<file path="config.mk">
export PLATFORM = sky130hd
export DESIGN_NAME = vga_fb_write_ctrl
export DESIGN_NICKNAME = d
export VERILOG_FILES = /design/src/rtl/vga_pkg.sv /design/src/rtl/vga_fill_engine.sv /design/src/rtl/vga_fb_write_ctrl.sv
export SDC_FILE = /design/constraint.sdc
export NUM_CORES = 1
export LEC_CHECK = 0
export BUFFER_PORTS_ARGS = -buffer_cell sky130_fd_sc_hd__buf_2
export CAP_MARGIN = 25
export CORE_ASPECT_RATIO = 0.5
export CORE_UTILIZATION = 40
export CTS_CLUSTER_DIAMETER = 40
export DETAILED_ROUTE_END_ITERATION = 7
export HOLD_SLACK_MARGIN = 0.08
export PLACE_DENSITY = 0.66
export SYNTH_ARGS = -nofsm -noshare
export SYNTH_HDL_FRONTEND = slang
export SYNTH_SLANG_ARGS = --single-unit
</file>
<file path="constraint.sdc">
create_clock -name i_clk -period 6.1 [get_ports i_clk]
set_input_delay 1.22 -clock i_clk [delete_from_list [all_inputs] [get_ports i_clk]]
set_output_delay 1.22 -clock i_clk [all_outputs]
set_load 0.02 [all_outputs]
</file>
<file path="src/rtl/vga_pkg.sv">
// Shared types and constants for the VGA framebuffer write path.
// The display-side read path reuses fb_wr_t and the geometry defaults.
package vga_pkg;

  localparam int unsigned VGA_FB_WIDTH  = 640;
  localparam int unsigned VGA_FB_HEIGHT = 480;
  localparam int unsigned VGA_PXL_W     = 12;
  localparam int unsigned VGA_ADDR_W    = 19;
  localparam int unsigned FB_PIXELS     = VGA_FB_WIDTH * VGA_FB_HEIGHT;

  localparam logic [31:0] VGA_FB_BASE   = 32'h8000_0000;
  localparam logic [31:0] CTRL_OFFSET   = 32'h0010_0000;

  localparam int unsigned CTRL_START_BIT = 31;
  localparam int unsigned CTRL_ABORT_BIT = 30;

  typedef enum logic [1:0] {
    IDLE = 2'd0,
    FILL = 2'd1,
    DONE = 2'd2
  } fill_state_t;

  typedef struct packed {
    logic                  we;
    logic [VGA_ADDR_W-1:0] addr;
    logic [VGA_PXL_W-1:0]  data;
  } fb_wr_t;

  function automatic logic fb_word_aligned(input logic [31:0] addr);
    return (addr[1:0] == 2'b00);
  endfunction

endpackage

</file>
<file path="src/rtl/vga_fill_engine.sv">
// Fill engine: pixel counter, latched fill colour and terminal-index detect.
// A pause cycle holds the counter so the CPU can own the write port.
module vga_fill_engine
  import vga_pkg::*;
#(
  parameter int unsigned ADDR_W = VGA_ADDR_W,
  parameter int unsigned PXL_W  = VGA_PXL_W,
  parameter int unsigned PIXELS = FB_PIXELS
) (
  input  logic              clk_i,
  input  logic              reset_i,
  input  logic              start_i,
  input  logic [PXL_W-1:0]  colour_i,
  input  logic              active_i,
  input  logic              pause_i,
  output logic              fill_we_o,
  output logic [ADDR_W-1:0] addr_o,
  output logic [PXL_W-1:0]  colour_o,
  output logic              last_o
);

  localparam logic [ADDR_W-1:0] LAST_IDX = ADDR_W'(PIXELS - 1);

  logic [ADDR_W-1:0] count_q, count_d;
  logic [PXL_W-1:0]  colour_q, colour_d;
  logic              fill_we_s;

  assign fill_we_s = active_i & ~pause_i;

  // Counter and colour next-state.
  always_comb begin
    count_d  = count_q;
    colour_d = colour_q;
    if (start_i) begin
      count_d  = {ADDR_W{1'b0}};
      colour_d = colour_i;
    end else if (fill_we_s) begin
      count_d  = count_q + ADDR_W'(1);
    end else begin
      count_d  = count_q;
    end
  end

  // Counter and colour registers.
  always_ff @(posedge clk_i) begin
    if (reset_i) begin
      count_q  <= {ADDR_W{1'b0}};
      colour_q <= {PXL_W{1'b0}};
    end else begin
      count_q  <= count_d;
      colour_q <= colour_d;
    end
  end

  assign fill_we_o = fill_we_s;
  assign addr_o    = count_q;
  assign colour_o  = colour_q;
  assign last_o    = fill_we_s & (count_q == LAST_IDX);

endmodule

</file>
<file path="src/rtl/vga_fb_write_ctrl.sv">
// Framebuffer write controller: decodes CPU stores, runs the fill engine and
// arbitrates the single framebuffer write port with CPU priority.
module vga_fb_write_ctrl
  import vga_pkg::*;
#(
  parameter int unsigned FB_WIDTH  = VGA_FB_WIDTH,
  parameter int unsigned FB_HEIGHT = VGA_FB_HEIGHT,
  parameter int unsigned PXL_W     = VGA_PXL_W,
  parameter logic [31:0] FB_BASE   = VGA_FB_BASE,
  parameter logic [31:0] CTRL_ADDR = VGA_FB_BASE + CTRL_OFFSET,
  parameter int unsigned ADDR_W    = VGA_ADDR_W
) (
  input  logic              i_clk,
  input  logic              i_reset,
  input  logic              i_cpu_valid,
  output logic              o_cpu_ready,
  input  logic [31:0]       i_cpu_addr,
  input  logic [31:0]       i_cpu_data,
  output logic              o_fb_we,
  output logic [ADDR_W-1:0] o_fb_addr,
  output logic [PXL_W-1:0]  o_fb_data,
  output logic              o_busy,
  output logic              o_fill_done,
  output logic              o_err
);

  localparam int unsigned NPIX   = FB_WIDTH * FB_HEIGHT;
  localparam logic [31:0] NPIX_W = 32'(NPIX);

  fill_state_t       state_q, state_d;

  logic [31:0]       offset_s;
  logic              is_ctrl_s, is_pix_s, start_s, abort_s;
  logic              stall_s, accept_s, pix_wr_s, ctrl_wr_s, go_s, drop_s;

  logic              eng_start_s, eng_active_s;
  logic              fill_we_s, fill_last_s;
  logic [ADDR_W-1:0] fill_addr_s;
  logic [PXL_W-1:0]  fill_colour_s;

  logic              fb_we_q, fb_we_d;
  logic [ADDR_W-1:0] fb_addr_q, fb_addr_d;
  logic [PXL_W-1:0]  fb_data_q, fb_data_d;
  logic              busy_q, busy_d;
  logic              done_q, done_d;
  logic              err_q, err_d;

  logic              unused_s;

  // Address decode; the control register wins where it overlaps pixel space.
  always_comb begin
    offset_s  = i_cpu_addr - FB_BASE;
    is_ctrl_s = (i_cpu_addr == CTRL_ADDR);
    is_pix_s  = ~is_ctrl_s && (i_cpu_addr >= FB_BASE) && fb_word_aligned(i_cpu_addr)
                && ({2'b00, offset_s[31:2]} < NPIX_W);
    start_s   = i_cpu_data[CTRL_START_BIT];
    abort_s   = i_cpu_data[CTRL_ABORT_BIT];
    stall_s   = i_cpu_valid & is_ctrl_s & start_s & ~abort_s & (state_q == FILL);
    accept_s  = i_cpu_valid & ~stall_s;
    pix_wr_s  = accept_s & is_pix_s;
    ctrl_wr_s = accept_s & is_ctrl_s;
    go_s      = ctrl_wr_s & start_s & ~abort_s;
    drop_s    = accept_s & ~is_pix_s & ~is_ctrl_s;
  end

  assign o_cpu_ready = ~stall_s;
  assign unused_s    = ^{i_cpu_data[29:PXL_W], offset_s[1:0]};

  vga_fill_engine #(
    .ADDR_W (ADDR_W),
    .PXL_W  (PXL_W),
    .PIXELS (NPIX)
  ) u_fill (
    .clk_i    (i_clk),
    .reset_i  (i_reset),
    .start_i  (eng_start_s),
    .colour_i (i_cpu_data[PXL_W-1:0]),
    .active_i (eng_active_s),
    .pause_i  (pix_wr_s),
    .fill_we_o(fill_we_s),
    .addr_o   (fill_addr_s),
    .colour_o (fill_colour_s),
    .last_o   (fill_last_s)
  );

  // Fill FSM next-state; ABORT takes precedence over both START and terminal.
  always_comb begin
    state_d      = state_q;
    eng_start_s  = 1'b0;
    eng_active_s = 1'b0;
    case (state_q)
      IDLE, DONE: begin
        if (go_s) begin
          state_d     = FILL;
          eng_start_s = 1'b1;
        end else begin
          state_d = IDLE;
        end
      end
      FILL: begin
        eng_active_s = 1'b1;
        if (ctrl_wr_s && abort_s) begin
          state_d = IDLE;
        end else if (fill_last_s) begin
          state_d = DONE;
        end else begin
          state_d = FILL;
        end
      end
      default: begin
        state_d = IDLE;
      end
    endcase
  end

  // Write-port arbitration: an accepted CPU pixel store pre-empts the fill.
  always_comb begin
    fb_we_d   = 1'b0;
    fb_addr_d = {ADDR_W{1'b0}};
    fb_data_d = {PXL_W{1'b0}};
    if (pix_wr_s) begin
      fb_we_d   = 1'b1;
      fb_addr_d = offset_s[ADDR_W+1:2];
      fb_data_d = i_cpu_data[PXL_W-1:0];
    end else if (fill_we_s) begin
      fb_we_d   = 1'b1;
      fb_addr_d = fill_addr_s;
      fb_data_d = fill_colour_s;
    end else begin
      fb_we_d   = 1'b0;
    end
    busy_d = (state_d == FILL);
    done_d = (state_d == DONE);
    err_d  = drop_s;
  end

  // State and output registers.
  always_ff @(posedge i_clk) begin
    if (i_reset) begin
      state_q   <= IDLE;
      fb_we_q   <= 1'b0;
      fb_addr_q <= {ADDR_W{1'b0}};
      fb_data_q <= {PXL_W{1'b0}};
      busy_q    <= 1'b0;
      done_q    <= 1'b0;
      err_q     <= 1'b0;
    end else begin
      state_q   <= state_d;
      fb_we_q   <= fb_we_d;
      fb_addr_q <= fb_addr_d;
      fb_data_q <= fb_data_d;
      busy_q    <= busy_d;
      done_q    <= done_d;
      err_q     <= err_d;
    end
  end

  assign o_fb_we     = fb_we_q;
  assign o_fb_addr   = fb_addr_q;
  assign o_fb_data   = fb_data_q;
  assign o_busy      = busy_q;
  assign o_fill_done = done_q;
  assign o_err       = err_q;

endmodule
</file>
==> results.cfg <==
[flow_run]
cap_viol_max_count = 0

[logic_synthesis]
yosys.area.top_type = dfxtp_1
syn_area_um2 = 2910
syn_nets = 403
synth_area_leaders = dfxtp_1, a21oi_1, nand3_1, nand2_1, mux2i_1
syn_area_per_cell_um2 = 8.69
yosysSeqAreaShare = 0.467
ys_ff_latch = 68
ys_warn_count = 0
synth_top_cell_area_share = 0.467
synthCells = 335
yosysUniqueCellTypes = 39

[clocking]
cts.reportedPaths.clkPinSlew_ps = 50
cts_inserted_buffers = 9
clk_latency_ps = 320
ctsResizeCount = 0
ctsHoldBuffers = 0
ctsLongestPathBuffers = 2
cts_tree = built
cts_post_setup_buffers_inserted = 0
cts.sinks = 68
htree_levels = 3
root_buffer = clkbuf_16

[route]
via_per_inst = 5.58
first_pass_iters = 4
postRouteAntennaNets = 0
vias = 2822
post-route-drc-count = 0
routed_wl_um = 7540
drt_iter0_drc = 173
detail_route.wl_per_cell_um = 14.9

[die]
die_w_um = 123
dieHeight_um = 62.3
coreArea_um2 = 6860
num_io_pins = 103
start_util = 0.425
rows = 21
die_area_um2 = 7650

[cells_and_area]
diodes = 0
regArea_um2 = 1360
final_cells = 506
area_delta_synth_final_pct = 26.8
fill_cells = 615
nets = 478
layout-drive-gt1-share = 0.261
multi_input_area_um2 = 1440
fin_area_um2 = 3690

[placed_design]
io_buffers = 84
placed_cells = 491
dpl_cell_area_um2 = 3390
place_congestion = 0.776
dp_slack_ps = 1910
dpl.hpwl_um = 5120

[sta]
slew_viol_final = 0
worstMarginPinSlew_ps = 908
setup_ws_ps = 1890
fmax_mhz = 238
setup_violations = 0
finalHoldViolCount = 0
post-route-min-period_ps = 4210
skew_ps = 4.31
finalSetupTns_ps = 0
grt_setup_unrepaired = no
relSlewSlack = 0.395
period_share = 0.690
hold_slack_ps = 463

[setup_path]
worstSetupPathType = primary input to output pin
r2r_setup_slack_ps = 3980
crit_arrival_ps = 2990
worstReg2RegEnd = o_fill_done
endpoint_kind = output pin
worstRegToRegCells = 5
crit_required_ps = 4880
critPathMaxFanout = 4
crit-reg2reg-launch = u_fill.addr_o[0]
start_kind = primary input

[worst_hold_path]
min-delay-path-class = flop to flop
whs_path_depth = 2
min_from = u_fill.colour_o[1]
min_to = o_fb_data[1]

[power]
p_leak_nw = 1.38
p_per_area_nw_per_um2 = 271
ir_worst_vdd_mv = 0.185

[grt]
grt_max_degree = 51
grt_use_total = 0.204
overflow = 0
grt_pass1_wl_um = 12100
grt_pass1_vias = 2553
antenna_found_initial = 0

[status]
status = finished clean
[metal layers]
metal,routed length [um],vias to the layer above,part of all wire,GRT usage
met5,0,-,0,0
met4,79,0,0.010,0.0686
met3,451,7,0.060,0.0607
met2,3530,93,0.47,0.313
met1,3480,1332,0.46,0.271
li1,-,1390,-,-
[flip-flops by register name (all words and copies together), names as in the netlist]
register         flops
o_busy               1
o_err                1
o_fb_addr           19
o_fb_data           12
o_fb_we              1
o_fill_done          1
state_q              2
u_fill.addr_o       19
u_fill.colour_o     12
[worst max path at each step]
stage | startpoint | to | slack, ps | cells after the start
CTS | i_cpu_addr[22] | o_cpu_ready | 1900 | 6
global route | i_cpu_addr[22] | o_cpu_ready | 1710 | 6
floorplan | i_cpu_addr[22] | o_cpu_ready | 2180 | 4
finish | i_cpu_addr[22] | o_cpu_ready | 1890 | 6
global placement | i_cpu_addr[22] | o_cpu_ready | 1950 | 6
detailed placement | i_cpu_addr[22] | o_cpu_ready | 1910 | 6
[metrics by stage]
step	total power [mW]	utilization
floorplan	0.465	-
global placement	0.487	0.489
detailed placement	0.488	0.494
CTS	1.01	0.539
global route	1.03	0.539
finish	1.00	0.539
[kinds of logic (layout without fill, tap and decap cells)]
| family | Yosys count | after routing | synth area share |
|---|---|---|---|
| muxes | 12 | 12 | 0.0412 |
| buffers and inverters | 25 | 104 | 0.0434 |
| AOI/OAI and AO/OA | 82 | 82 | 0.167 |
| and+or+nand+nor | 147 | 147 | 0.277 |
| adders and majority gates | 1 | 1 | 0.00429 |
| DFF | 68 | 68 | 0.467 |
[area by class of cell]
type,instances,area share
Inverter,1,0.00102
Timing Repair Buffer,88,0.128
Multi-Input combinational cell,242,0.389
Clock inverter,1,0.00813
Clock buffer,14,0.0742
Sequential cell,68,0.369
Tap cell,92,0.0312
[power breakdown]
group          leakage [nW]  total, mW  switching (mW)  internal (mW)
Combinational         0.679     0.0337          0.0194         0.0143
Clock                 0.149      0.522           0.174          0.348
Sequential            0.548      0.445       0.0000861          0.445
Total                  1.38       1.00           0.194          0.807
[cells in the mapped netlist (all sizes together)]
library cell,n
a2111oi,1
a211o,3
a211oi,1
a21oi,52
and2,1
and3,6
and4,5
buf,12
clkbuf,12
dfxtp,68
ha,1
inv,1
mux2i,12
nand2,39
nand2b,3
nand3,38
nand4,8
nand4b,2
nor2,13
nor2b,1
nor3,1
nor4,6
nor4b,1
o2111a,1
o21a,1
o21ai,6
o21bai,1
o22ai,2
o31ai,14
or3,4
or3b,1
or4,17
or4b,1
[cell usage in the layout (no fill, tap or decap), types with 6 or more instances in the layout]
cell       count
or4_1         16
nand3_1       38
clkbuf_16      9
dfxtp_1       68
buf_2         84
nand4_1        8
and3_1         6
mux2i_1       12
nand2_1       39
a21oi_1       52
o31ai_1       14
nor2_1        13
[worst max-delay path, cell delays in order]
cell,delay [ps]
buf_2,90
or4b_1,540
nor4_1,540
and4_1,320
nand4b_1,100
buf_2,170
Note: power is estimated with default switching activity, not from simulation.
